$ cat src/rtl/arbitro_bus_memoria.sv
// rtl/arbitro_bus_memoria.sv - shared memory port arbiter between instruction fetch and data stage
// Data wins ties, but a fetch starved for MAX_ESPERA data grants takes the next slot.
module arbitro_bus_memoria #(
  parameter int LATENCIA   = 2,
  parameter int MAX_ESPERA = 3
) (
  input  logic        clk,
  input  logic        rst_n,
  input  logic        req_inst,
  input  logic [31:0] dir_inst,
  input  logic        req_dato,
  input  logic        escr_dato,
  input  logic [31:0] mem_rdata,
  output logic        sel,
  output logic        mem_en,
  output logic        mem_we,
  output logic        ack_inst,
  output logic        ack_dato,
  output logic [31:0] dato_leido,
  output logic        ocupado
);

  typedef enum logic [1:0] {
    LIBRE  = 2'd0,
    ACCESO = 2'd1,
    FIN    = 2'd2
  } estado_t;

  localparam logic [3:0] ULTIMO = 4'(LATENCIA);
  localparam logic [3:0] TOPE   = 4'(MAX_ESPERA);

  estado_t     estado;
  logic [3:0]  ciclo;
  logic [3:0]  contador_espera;
  logic        escritura;
  logic        toma_dato;
  logic        unused_dir;

  // The address itself is steered by the external mux through sel.
  assign unused_dir = ^dir_inst;

  assign toma_dato = req_dato && !(req_inst && (contador_espera == TOPE));

  always_ff @(posedge clk) begin
    if (!rst_n) begin
      estado          <= LIBRE;
      ciclo           <= 4'd1;
      contador_espera <= 4'd0;
      escritura       <= 1'b0;
      sel             <= 1'b0;
      mem_en          <= 1'b0;
      mem_we          <= 1'b0;
      ack_inst        <= 1'b0;
      ack_dato        <= 1'b0;
      dato_leido      <= 32'h0;
      ocupado         <= 1'b0;
    end else begin
      case (estado)
        LIBRE: begin
          if (toma_dato) begin
            estado    <= ACCESO;
            ciclo     <= 4'd1;
            ocupado   <= 1'b1;
            sel       <= 1'b1;
            mem_en    <= 1'b1;
            mem_we    <= escr_dato;
            escritura <= escr_dato;
            if (req_inst && (contador_espera != TOPE))
              contador_espera <= contador_espera + 4'd1;
          end else if (req_inst) begin
            estado          <= ACCESO;
            ciclo           <= 4'd1;
            ocupado         <= 1'b1;
            sel             <= 1'b0;
            mem_en          <= 1'b1;
            mem_we          <= 1'b0;
            escritura       <= 1'b0;
            contador_espera <= 4'd0;
          end
        end
        ACCESO: begin
          if (ciclo == ULTIMO) begin
            // Write direction is latched at grant so a dropped request cannot change it.
            if (!escritura)
              dato_leido <= mem_rdata;
            mem_en   <= 1'b0;
            mem_we   <= 1'b0;
            ack_inst <= !sel;
            ack_dato <= sel;
            estado   <= FIN;
          end else begin
            ciclo <= ciclo + 4'd1;
          end
        end
        FIN: begin
          ack_inst <= 1'b0;
          ack_dato <= 1'b0;
          ocupado  <= 1'b0;
          estado   <= LIBRE;
        end
        default: estado <= LIBRE;
      endcase
    end
  end

endmodule

$ cat config.mk
export PLATFORM = sky130hd
export DESIGN_NAME = arbitro_bus_memoria
export DESIGN_NICKNAME = d
export VERILOG_FILES = /design/src/rtl/arbitro_bus_memoria.sv
export SDC_FILE = /design/constraint.sdc
export NUM_CORES = 1
export LEC_CHECK = 0
export CORE_ASPECT_RATIO = 0.8
export CORE_MARGIN = 10
export CORE_UTILIZATION = 42
export CTS_CLUSTER_DIAMETER = 150
export DETAILED_ROUTE_END_ITERATION = 7
export HOLD_SLACK_MARGIN = 0.06
export PLACE_DENSITY_LB_ADDON = 0.12
export SETUP_SLACK_MARGIN = 0.02
export SLEW_MARGIN = 20
export SYNTH_ARGS = -nofsm -noshare
export SYNTH_HDL_FRONTEND = slang
export SYNTH_SLANG_ARGS = --single-unit
$ cat constraint.sdc
create_clock -name clk -period 2.32 [get_ports clk]
set_input_delay 0.464 -clock clk [delete_from_list [all_inputs] [get_ports clk]]
set_output_delay 0.464 -clock clk [all_outputs]
set_load 0.02 [all_outputs]
==> results of run 1 <==
layer usage:
| layer | vias up | part of all wire |
|---|---|---|
| met5 | - | 0 |
| met4 | 0 | 0.014 |
| met3 | 8 | 0.11 |
| met2 | 52 | 0.43 |
| met1 | 795 | 0.44 |
| li1 | 919 | - |
power groups by stage:
stage          Combinational (mW)  Sequential, mW  Clock, mW
5_1_grt                     0.219           0.876      0.693
6_report                    0.197           0.872      0.632
4_1_cts                     0.198           0.872      0.648
3_5_place_dp                0.197           0.892          0
2_1_floorplan              0.0850           0.901          0
3_3_place_gp                0.197           0.891          0
worst max-delay path, delay by kind of cell, from the launching register on:
kind,cells,cell delay [ps]
adders and majority gates,1,150
buffers and inverters,2,400
DFF,1,360
muxes,1,180
and+or+nand+nor,2,580
area by class of cell:
cell class                      count  share of cell area
Sequential cell                    49               0.332
Clock inverter                      1              0.0102
Timing Repair Buffer               79               0.262
Inverter                            6             0.00762
Tap cell                           60              0.0254
Multi-Input combinational cell    160               0.334
Clock buffer                        7              0.0292
path summary, 6_finish.rpt:
kind / start / end / slack [ps] / depth (start not counted)
min reg2reg: dato_leido[25] / dato_leido[25] / 460 / 2
max: ciclo[0] / dato_leido[14] / 490 / 6
min: rst_n / ciclo[0] / 450 / 2
max reg2reg: ciclo[0] / dato_leido[14] / 490 / 6
cell families after synthesis:
logic type | after synthesis | share of synthesized area
buffers and inverters | 22 | 0.0427
adder cells (fa/ha/maj) | 3 | 0.0183
multiplexers | 32 | 0.156
AO/OA/AOI/OAI | 24 | 0.0794
flip-flops | 49 | 0.479
AND/OR/NAND/NOR | 101 | 0.225
synth_stat cells, types with 3 or more instances:
cell type  count
o211ai_1       3
or4_1          3
nor2_1         3
a21boi_1       6
nand2_1       68
nand3_1       11
inv_1          5
mux2i_1       32
ha_1           3
clkbuf_1      12
dfxtp_1       49
o21ai_1        4
buf_2          4
stage by stage:
| stage | hold slack, ps | std cells | cell area [sq um] |
|---|---|---|---|
| floorplan | 455 | 231 | 2050 |
| global placement | 441 | 354 | 2840 |
| detailed placement | 451 | 354 | 2840 |
| CTS | 443 | 362 | 2950 |
| global route | 445 | 362 | 2950 |
| finish | 449 | 362 | 2950 |
sequential cells by signal, summed over array words and instances (netlist names):
name,flops
ack_dato,1
ack_inst,1
ciclo,4
contador_espera,4
dato_leido,32
escritura,1
estado,2
mem_en,1
mem_we,1
ocupado,1
sel,1
==> impl_metrics.toml, run 1 <==
[die]
core_region_area_sq_um = 4650
die_area_sq_um = 8090
rows = 22
die_h_microns = 82.5
initial_core_util = 0.441
ioPinCount = 107
die_width_microns = 98.1

[worst_setup_path]
critPathArrivalTime_ps = 1990
cp-start-kind = "flop"
worst_ep_required_time_ps = 2490
worstPathMaxFanout = 32
crit_path_max_incr_delay_ps = 460
critical-path-slowest-cell = "nor3b_2"
end_kind = "flop"
path_type_of_the_worst_setup_path = "reg2reg"
path_cells = "inv_1, ha_1, nor3b_2, nand3_2, buf_4, mux2i_1"

[timing]
hold_viol_final = 0
final.setup_skew_ps = 10.8
max_slew_margin = 0.627
post_route_worst_setup_slack_ps = 494
final.min_clock_period_ps = 1830
timing.final.crit_share = 0.787
grt_setup_unrepaired = "false"
tightest_slew_ps = 560
setup_total_neg_slack_ps = 0
report.final.setup_viol = 0
timing.final.max_slew_violations = 0
peak_freq_ghz = 0.548

[clocking]
cts_inserted_buffers = 5
cts-root-to-sink-buffers = 2
cts-root-buf = "clkbuf_8"
post_cts_hold_buffer_count = 0
post_cts.repair.setup_buffers = 0
cts_repair_resize_count = 0
cts.sink_count = 49
cts.clk_slew.worst_paths_ps = 90
cts_tree = "done"
insertion_delay_ps = 300
htreeDepth = 2

[layout]
flow.area_growth_from_synthesis_pct = 44.1
n_antenna_cell = 0
num-fill-cells = 405
combined_area_of_the_multi_input_logic_cells_sq_um = 986
share_of_layout_cells_above_drive_strength_1 = 0.0497
ff_latch_area_sq_um = 981
design.final.nets = 373
mostFrequentLayoutCells = "73 x clkdlybuf4s50_1, 68 x nand2_1, 49 x dfxtp_1, 32 x mux2i_1, 10 x nand3_1"
layout.core_utilization = 0.635
layout.cells.most_common = "clkdlybuf4s50_1"

[pwr]
leakagePower_nw = 1.30
seq_pwr_share = 0.513
power.internal_mw = 1.32
power.clock.fraction = 0.372
switchingPower_mw = 0.386
pwr_density_cell_nw_per_um2 = 576
vdd.ir_drop.worst_v = 0.000325
sw_frac_of_total = 0.227
comb_power_share = 0.116
post-layout-total-power_mw = 1.70

[grt]
grt.busiest_layer = "met2"
grtUsageTotal = 0.128
globalRouteMet1Util = 0.151
antenna_found_initial = 0
grt_use_met2 = 0.187
use_met3 = 0.0730
grt_max_degree = 40
grt.overflow.total = 0
grt_first_pass_wirelength_mm = 8.40
first_global_vias = 1707

[place]
place_hpwl_mm = 3.78
place_congestion = 0.738
place_ws_ps = 253
io_buffer_count = 74

[synthesis]
synth-seq-cells = 49
syn-mean-instance-area_sq_um = 8.87
yosysTopAreaCellShare = 0.479
mappedNetlistNets = 303
post_synth_inst_count = 231
synth_top_cells_by_area = "dfxtp_1 48%, mux2i_1 16%, nand2_1 12%"
yosys.area.top_type = "dfxtp_1"
synth_ff_type = "dfxtp_1"
total_standard_cell_area_after_synthesis_sq_um = 2050
async_flop_share = 0
synth-edff-count = 0
synth-warning-count = 0
ys_types = 34
ys_seq_area_frac = 0.479

[routing]
drcViolationCount = 0
drt_iter0_drc = 52
avgViaCountPerCell = 4.90
vias = 1774
finalWirelength_mm = 5.16
antenna_viol_nets_final = 0
wire_per_inst_microns = 14.3
firstDrtPassIters = 4

[outcome]
run_status = "finished, final reports clean"

[run]
maxCapViolCount = 0

[hold_path]
worst_hold_path_type = "in2reg"
(Power assumes the default switching activity.)
==> run 2: changes to the inputs <==
--- a/config.mk
+++ b/config.mk
@@ -7,7 +7,7 @@
 export LEC_CHECK = 0
 export CORE_ASPECT_RATIO = 0.8
 export CORE_MARGIN = 10
-export CORE_UTILIZATION = 42
+export CORE_UTILIZATION = 39
 export CTS_CLUSTER_DIAMETER = 150
 export DETAILED_ROUTE_END_ITERATION = 7
 export HOLD_SLACK_MARGIN = 0.06
==> constraint.sdc (replaced) <==
create_clock -name clk -period 1.8 [get_ports clk]
set_input_delay 0.36 -clock clk [delete_from_list [all_inputs] [get_ports clk]]
set_output_delay 0.36 -clock clk [all_outputs]
set_load 0.02 [all_outputs]
==> run 2 against run 1 <==
Register-to-register slack lost 350 ps. Non-clock buffer count increased by 2. Clock-buffer cell count unchanged. Global-route usage is 0.36 points lower. Clock power up 28%. First-iteration DRC count decreased by 21%. Via count grew 1.4%. Power grew 29%. Critical path type unchanged.
==> impl_metrics.toml, run 2 (synthesis results as in run 1) <==
[clocking]
cts.clk_slew.worst_paths_ps = 90
cts_repair_resize_count = 0
cts_inserted_buffers = 5
cts.sink_count = 49
cts-root-to-sink-buffers = 2
htreeDepth = 2
insertion_delay_ps = 300
cts-root-buf = "clkbuf_8"
post_cts.repair.setup_buffers = 0
cts_tree = "done"
post_cts_hold_buffer_count = 0

[worst_setup_path]
worstReg2RegEnd = "ciclo[3]"
critical_path_depth = 6
crit_path_end = "ciclo[3]"
crit-reg2reg-launch = "ciclo[0]"
critPathBufInv = 2
critical_path.startpoint = "ciclo[0]"
critical-path-slowest-cell = "or4_1"
crit_path_max_incr_delay_ps = 460
path_type_of_the_worst_setup_path = "reg2reg"
critPathArrivalTime_ps = 1890
worstRegToRegCells = 6
worst_ep_required_time_ps = 2030
path_cells = "inv_1, ha_1, nor3b_2, buf_4, or4_1, a21oi_1"
r2r_setup_slack_ps = 140
end_kind = "flop"
worstPathMaxFanout = 8
cp-start-kind = "flop"
family_with_the_most_delay_on_the_worst_path = "simple AND/OR/NAND/NOR gates"

[routing]
avgViaCountPerCell = 4.92
route.met3.wl_microns = 599
finalWirelength_mm = 5.19
wire_per_inst_microns = 14.2
wl_met1_mm = 2.24
route.top_layer_used = "met4"
drt_iter0_drc = 41
route.met2.wl_mm = 2.32
drcViolationCount = 0
firstDrtPassIters = 4
vias = 1799
antenna_viol_nets_final = 0

[timing]
post_route_worst_setup_slack_ps = 139
hold_viol_final = 0
grt_setup_unrepaired = "false"
tightest_slew_ps = 430
final.min_clock_period_ps = 1660
report.final.setup_viol = 0
peak_freq_ghz = 0.602
final.setup_skew_ps = 9.86
timing.final.max_slew_violations = 0
max_slew_margin = 0.711
timing.final.crit_share = 0.923

[grt]
antenna_found_initial = 0
grtUsageTotal = 0.124
grt_first_pass_wirelength_mm = 8.79
first_global_vias = 1861
grt_max_degree = 79
grt.overflow.total = 0

[pwr]
pwr_density_cell_nw_per_um2 = 733
vdd.ir_drop.worst_v = 0.000368
post-layout-total-power_mw = 2.20
leakagePower_nw = 1.32

[layout]
n_antenna_cell = 0
post-route-cell-area_sq_um = 3000
flow.area_growth_from_synthesis_pct = 46.2
largest_reg_flops = 32
combined_area_of_the_multi_input_logic_cells_sq_um = 986
ff_latch_area_sq_um = 981
registers.top_by_ff_count = "dato_leido"
design.final.nets = 375
mostFrequentLayoutCells = "73 x clkdlybuf4s50_1, 68 x nand2_1, 49 x dfxtp_1, 32 x mux2i_1, 10 x nand3_1"
num-fill-cells = 451
share_of_layout_cells_above_drive_strength_1 = 0.0559
reg_top3 = "dato_leido: 32 flops, ciclo: 4 flops, contador_espera: 4 flops"
layout.cells.most_common = "clkdlybuf4s50_1"

[die]
core_region_area_sq_um = 5040
initial_core_util = 0.407
die_h_microns = 84.8
rows = 23
die_area_sq_um = 8570
die_width_microns = 101
ioPinCount = 107

[place]
io_buffer_count = 74
place_ws_ps = -90.3
place_congestion = 0.740
dpl-instance-area_sq_um = 2880
place_hpwl_mm = 3.76

[outcome]
run_status = "finished, final reports clean"

[run]
maxCapViolCount = 0

[hold_path]
worst_hold_path_type = "reg2reg"
run 2: cell count changes in the layout (fill, tap and decap cells not counted), sizes merged:
cell and change:
buf +2
run 2: worst min path at each step:
stage | start | end | slack [ps] | depth (start not counted)
2_1_floorplan | escritura | escritura | 460 | 2
3_3_place_gp | dato_leido[5] | dato_leido[5] | 440 | 2
3_5_place_dp | ocupado | ocupado | 450 | 2
4_1_cts | dato_leido[1] | dato_leido[1] | 460 | 2
5_1_grt | dato_leido[31] | dato_leido[31] | 490 | 2
6_report | dato_leido[3] | dato_leido[3] | 460 | 2
run 2: power breakdown:
part	internal, mW	switching, mW	total [mW]
combinational	0.142	0.120	0.262
sequential	1.11	0.0173	1.12
clock	0.453	0.357	0.811
total	1.70	0.495	2.20
run 2: layout make-up:
class,instances,area share
multi-input combinational,160,0.329
sequential,49,0.327
timing repair buffer,81,0.271
clock buffer,7,0.0288
tap,62,0.0259
clock inverter,1,0.0100
inverter,6,0.00752
run 2: routing by layer:
| metal | vias to the layer above | track usage |
|---|---|---|
| met4 | 0 | 0.0341 |
| met1 | 823 | 0.151 |
| li1 | 924 | - |
| met5 | - | 0 |
| met3 | 2 | 0.0681 |
| met2 | 50 | 0.184 |
run 2: tightest hold or removal path: stages, from the launching register on:
cell and delay [ps]:
dfxtp_1 320, nand2_1 50, mux2i_1 50
run 2: through the flow:
step	std cells	hold WS [ps]	util	TNS (ps)
after global placement	358	443	0.572	-90.3
after detailed placement	358	451	0.572	-90.3
after floorplan	231	455	-	0
after global routing	366	490	0.595	0
after CTS	366	464	0.595	0
final	366	459	0.595	0
